`src/rtl/regfile_pkg.sv`:
```
// ---------------------------------------------------------------------------
// regfile_pkg
// Shared constants and types for the NfiVe32 integer register file.
//   RF_DATA_W    : width of one architectural register
//   RF_ADDR_W    : width of a register address (x0..x31)
//   RF_DEPTH     : number of architectural registers
//   RF_ZERO_ADDR : address of the hardwired-zero register x0
//   rf_addr_t    : register address type
//   rf_data_t    : register data type
//   rfIsZeroAddr : helper that flags the hardwired-zero address
// ---------------------------------------------------------------------------
package regfile_pkg;

  localparam int RF_DATA_W = 32;
  localparam int RF_ADDR_W = 5;
  localparam int RF_DEPTH  = 2 ** RF_ADDR_W;

  typedef logic [RF_ADDR_W-1:0] rf_addr_t;
  typedef logic [RF_DATA_W-1:0] rf_data_t;

  localparam rf_addr_t RF_ZERO_ADDR = '0;

  // True when an address names x0, whose reads are always zero and whose
  // writes are discarded.
  function automatic logic rfIsZeroAddr(input rf_addr_t addr);
    return (addr == RF_ZERO_ADDR);
  endfunction

endpackage : regfile_pkg

```
`src/rtl/regfile_word.sv`:
```
// ---------------------------------------------------------------------------
// regfile_word
// One architectural register: a DATA_W-bit flop bank with synchronous
// active-high reset and a load enable. Kept as its own module so that each
// register has a single, isolated enable that a clock-gating flow can pick up.
// Ports:
//   i_clk   : clock, state changes on the rising edge
//   i_reset : synchronous active-high clear, wins over i_load
//   i_load  : capture i_d on the next rising edge
//   i_d     : data to capture
//   o_q     : current register contents
// ---------------------------------------------------------------------------
module regfile_word #(
  parameter int DATA_W = 32
) (
  input  logic              i_clk,
  input  logic              i_reset,
  input  logic              i_load,
  input  logic [DATA_W-1:0] i_d,
  output logic [DATA_W-1:0] o_q
);

  logic [DATA_W-1:0] r_q;

  // Reset is checked first so a write issued in the same cycle as reset is
  // dropped; without load the register simply holds its value.
  always_ff @(posedge i_clk) begin
    if (i_reset) begin
      r_q <= '0;
    end else if (i_load) begin
      r_q <= i_d;
    end
  end

  assign o_q = r_q;

endmodule : regfile_word

```
`src/rtl/regfile.sv`:
```
// ---------------------------------------------------------------------------
// regfile
// 32 x 32-bit integer register file for the NfiVe32 RV32 datapath, sitting
// between decode (which supplies RA/RB/RW) and execute/writeback.
// Two combinational read ports and one synchronous write port; x0 is
// hardwired to zero. There is no write-through bypass: a read of the
// register being written returns the old value until the write edge.
// Ports:
//   HCLK   : clock, all state updates on the rising edge
//   HRESET : synchronous active-high reset, clears every register
//   WR     : write enable
//   RA     : read port A address
//   RB     : read port B address
//   RW     : write address
//   DW     : write data
//   DA     : read port A data, reg[RA]
//   DB     : read port B data, reg[RB]
// ---------------------------------------------------------------------------
module regfile
  import regfile_pkg::*;
#(
  parameter int DATA_W = RF_DATA_W,
  parameter int ADDR_W = RF_ADDR_W
) (
  input  logic              HCLK,
  input  logic              HRESET,
  input  logic              WR,
  input  logic [ADDR_W-1:0] RA,
  input  logic [ADDR_W-1:0] RB,
  input  logic [ADDR_W-1:0] RW,
  input  logic [DATA_W-1:0] DW,
  output logic [DATA_W-1:0] DA,
  output logic [DATA_W-1:0] DB
);

  localparam int DEPTH = 2 ** ADDR_W;

  // Current value of every architectural register; entry 0 is constant zero.
  logic [DATA_W-1:0] w_regs [DEPTH];

  // One-hot write enables for x1..x31. There is no enable for x0, so
  // writes addressed to x0 are discarded by construction.
  logic [DEPTH-1:1] w_wrEn;

  // x0 has no storage at all; it reads zero even before the first reset.
  assign w_regs[0] = '0;

  // Build x1..x31, each with its own decoded load enable.
  for (genvar gi = 1; gi < DEPTH; gi++) begin : g_word
    assign w_wrEn[gi] = WR && (RW == ADDR_W'(gi));

    regfile_word #(
      .DATA_W (DATA_W)
    ) u_word (
      .i_clk   (HCLK),
      .i_reset (HRESET),
      .i_load  (w_wrEn[gi]),
      .i_d     (DW),
      .o_q     (w_regs[gi])
    );
  end : g_word

  // The two read ports are plain DEPTH:1 multiplexers over the register
  // outputs, so an address change shows up on DA/DB in the same cycle and a
  // freshly written value appears straight after the write edge.
  always_comb begin
    DA = w_regs[RA];
    DB = w_regs[RB];
  end

endmodule : regfile

```
`config.mk`:
```
export PLATFORM = sky130hd
export DESIGN_NAME = regfile
export DESIGN_NICKNAME = d
export VERILOG_FILES = /design/src/rtl/regfile_pkg.sv /design/src/rtl/regfile_word.sv /design/src/rtl/regfile.sv
export SDC_FILE = /design/constraint.sdc
export NUM_CORES = 2
export LEC_CHECK = 0
export CELL_PAD_IN_SITES_DETAIL_PLACEMENT = 1
export CELL_PAD_IN_SITES_GLOBAL_PLACEMENT = 2
export CORE_MARGIN = 5
export CORE_UTILIZATION = 40
export CTS_CLUSTER_DIAMETER = 80
export DETAILED_ROUTE_END_ITERATION = 7
export GPL_TIMING_DRIVEN = 0
export PLACE_DENSITY = 0.91
export SLEW_MARGIN = 30
export SYNTH_ARGS = -nofsm -noshare
export SYNTH_HDL_FRONTEND = slang
export SYNTH_SLANG_ARGS = --single-unit
```
`constraint.sdc`:
```
create_clock -name HCLK -period 4.1 [get_ports HCLK]
set_input_delay 1.025 -clock HCLK [delete_from_list [all_inputs] [get_ports HCLK]]
set_output_delay 1.025 -clock HCLK [all_outputs]
set_load 0.1 [all_outputs]
```
==> impl_metrics.tcl <==
set metrics [dict create \
    finalWirelength_um 226700 \
    syn_inst 5618 \
    cts_buffer_depth 3 \
    h-tree-depth 3 \
    synth_top_cell_area_share_pct 39.57 \
    syn_area_per_cell_um2 8.934 \
    min_path_type "register to register" \
    final_cell_mix "nand2_1 (2016), a21oi_1 (992), dfxtp_1 (992)" \
    antenna_found_initial 22 \
    worstPathMaxFanout 10 \
    cts.sinks 992 \
    fp.dieH_um 364.2 \
    grt_max_degree 14 \
    peakVddDrop_uv 347.9 \
    fin_worst_skew_ps 0 \
    grt_pass1_vias 46850 \
    clockRootBuffer "clkbuf_16" \
    post-route-util_pct 48.46 \
    endpoint_kind "primary output" \
    wl_per_cell_um 29.84 \
    fin_crit_ps 4228 \
    postLayoutCellArea_um2 60610 \
    drtIter0Drc 4921 \
    yosysUniqueCellTypes 29 \
    crit_type "primary input to primary output" \
    dieArea_um2 132700 \
    first_pass_iters 5 \
    worst_slew_pin_slew_ps 1156 \
    clock.fmax_mhz 236.5 \
    placed_area_um2 53910 \
    port_buffers 103 \
    synth_nets 5668 \
    largest_register_ff_count 992 \
    start_util_pct 40.13 \
    status "finished, violations left" \
    finalNetCount 5908 \
    slew_violations 0 \
    area_delta_synth_final_pct 20.77 \
    die_x_um 364.2 \
    setup_viol 52 \
    mostFrequentLayoutCell "nand2_1" \
    grtUsageTotal_pct 32.91 \
    insertion_delay_ps 740 \
    ys_seq_area_share_pct 39.57 \
    critPathLaunchType "primary input" \
    hold_violations 0 \
    min_period_over_period_pct 103.1 \
    finalWorstSetupSlack_ps -128.3 \
    cts_tree "done" \
    total_leakage_power_nw 19.58 \
    row_count 130 \
    cts_buffers 110 \
    grt_overflow_total 0 \
    io-pin-count 114 \
    arrival_ps 3200 \
    power_density_nw_per_um2 378.2 \
    rsz0062_at_grt "yes" \
    drtAntennaViolNets 0 \
    yosys.area.top_type "dfxtp_1" \
    clk_pin_slew_ps 60 \
    routed_via_density 6.069 \
    grt_pass1_wl_um 318800 \
    ys_top_cells_by_area "dfxtp_1 (40%), mux4_2 (22%), nand2_1 (15%), a21oi_1 (9.9%), clkbuf_1 (3.1%)" \
    yosys_register_bits 992 \
    hpwl_um 182100 \
    violations "negative setup slack" \
    drv_cap 0 \
    slew_headroom_pct 22.37 \
    num_vias 46100 \
    drc 0 \
    gp_congestion 0.9921 \
    coreArea_um2 125100 \
    synth_warnings 0 \
    synth_area_um2 50190 \
    drive_above_1_share_pct 19.59 \
    crit_required_ps 3070 \
]
==> repair_timing <==
action,4_1_cts,5_1_grt
setup buffers,3,1
pin swaps,1,14
gates resized for setup,932,103
cloned,8,12
setup endpoints to repair,64,59
hold buffers,0,0
==> kinds of logic (layout without fill, tap and decap cells) <==
family | Yosys count | in the layout | synth area share [%]
AO/OA/AOI/OAI | 1248 | 1248 | 13.80
buffers and inverters | 601 | 924 | 4.839
flip-flops | 992 | 992 | 39.57
multiplexers | 672 | 672 | 25.61
other | 0 | 6 | 0
AND/OR/NAND/NOR | 2105 | 2105 | 16.19
==> cell usage after synthesis <==
cell      number
a21oi_1      992
nand2_1     2017
mux2_2        96
buf_1         93
nor3_1         4
a22o_1       128
clkbuf_1     420
o21ai_0       32
inv_1          1
nor2_1        14
nand4_1        1
nor4b_1        1
and4bb_2       3
nand4b_1       3
and4b_1        3
mux4_2       480
buf_4         18
nand2b_1       3
buf_6          3
dfxtp_1      992
and2_0         5
o22ai_1       32
mux2i_1       96
and4_1         1
nor2b_1        6
a211oi_1      32
buf_2         66
and2_1        44
o31ai_1       32
==> worst paths after layout <==
| kind | cells past startpoint | end | slack [ps] | startpoint |
|---|---|---|---|---|
| hold reg to reg | 2 | g_word[6].u_word.o_q[23]$_SDFFE_PP0P_ | 470 | g_word[6].u_word.o_q[23]$_SDFFE_PP0P_ |
| setup / recovery | 7 | DB[9] | -130 | RB[0] |
| hold / removal | 2 | g_word[6].u_word.o_q[23]$_SDFFE_PP0P_ | 470 | g_word[6].u_word.o_q[23]$_SDFFE_PP0P_ |
| setup reg to reg | 2 | g_word[2].u_word.o_q[20]$_SDFFE_PP0P_ | 3290 | g_word[2].u_word.o_q[20]$_SDFFE_PP0P_ |
==> metal layers <==
| metal | up-vias | wire length, µm | part of all wire (%) | GRT usage (%) |
|---|---|---|---|---|
| met5 | - | 45 | 0.020 | 0 |
| met4 | 8 | 12910 | 5.7 | 15.71 |
| met3 | 472 | 22230 | 9.8 | 6.801 |
| met2 | 2079 | 103900 | 46 | 53.43 |
| met1 | 23440 | 87630 | 39 | 42.17 |
| li1 | 20110 | - | - | - |
==> worst max-delay path, cell delays in order <==
cell and delay (ps):
buf_16 150, buf_16 190, buf_12 170, mux4_2 590, mux4_2 490, mux2_4 350
buf_12 190
==> area by class of cell <==
type                    instances  area (µm²)
clock inverters                34       559.3
repair buffers                128        2006
fillers                     14010       64470
inverters                       1       7.507
plain buffers                 600        3526
well taps                    1650        2064
diodes                          6       15.01
flip-flops and latches        992       19860
multi-input cells            4025       29250
clock buffers                 161        3328
==> per-stage QoR <==
| step | setup TNS (ps) | std cells | setup WS [ps] | power (W) | hold WS [ps] |
|---|---|---|---|---|---|
| floorplan | -100.1 | 5618 | -33.54 | 0.01116 | 442.4 |
| global placement | -155190 | 7371 | -2631 | 0.01187 | 448.4 |
| detailed placement | -173630 | 7372 | -2667 | 0.01192 | 461.2 |
| CTS | -2498 | 7578 | -111.4 | 0.02280 | 470.7 |
| global route | -3026 | 7591 | -144.2 | 0.02339 | 488.2 |
| finish | -3353 | 7597 | -128.3 | 0.02292 | 471.5 |
==> power by group <==
| group | switching (W) | leakage [nW] | internal [W] |
|---|---|---|---|
| logic | 0.00152 | 9.67 | 0.000732 |
| clock network | 0.00439 | 1.91 | 0.00651 |
| registers | 0.0000667 | 8.00 | 0.00971 |
Note: power is estimated with default switching activity, not from simulation.
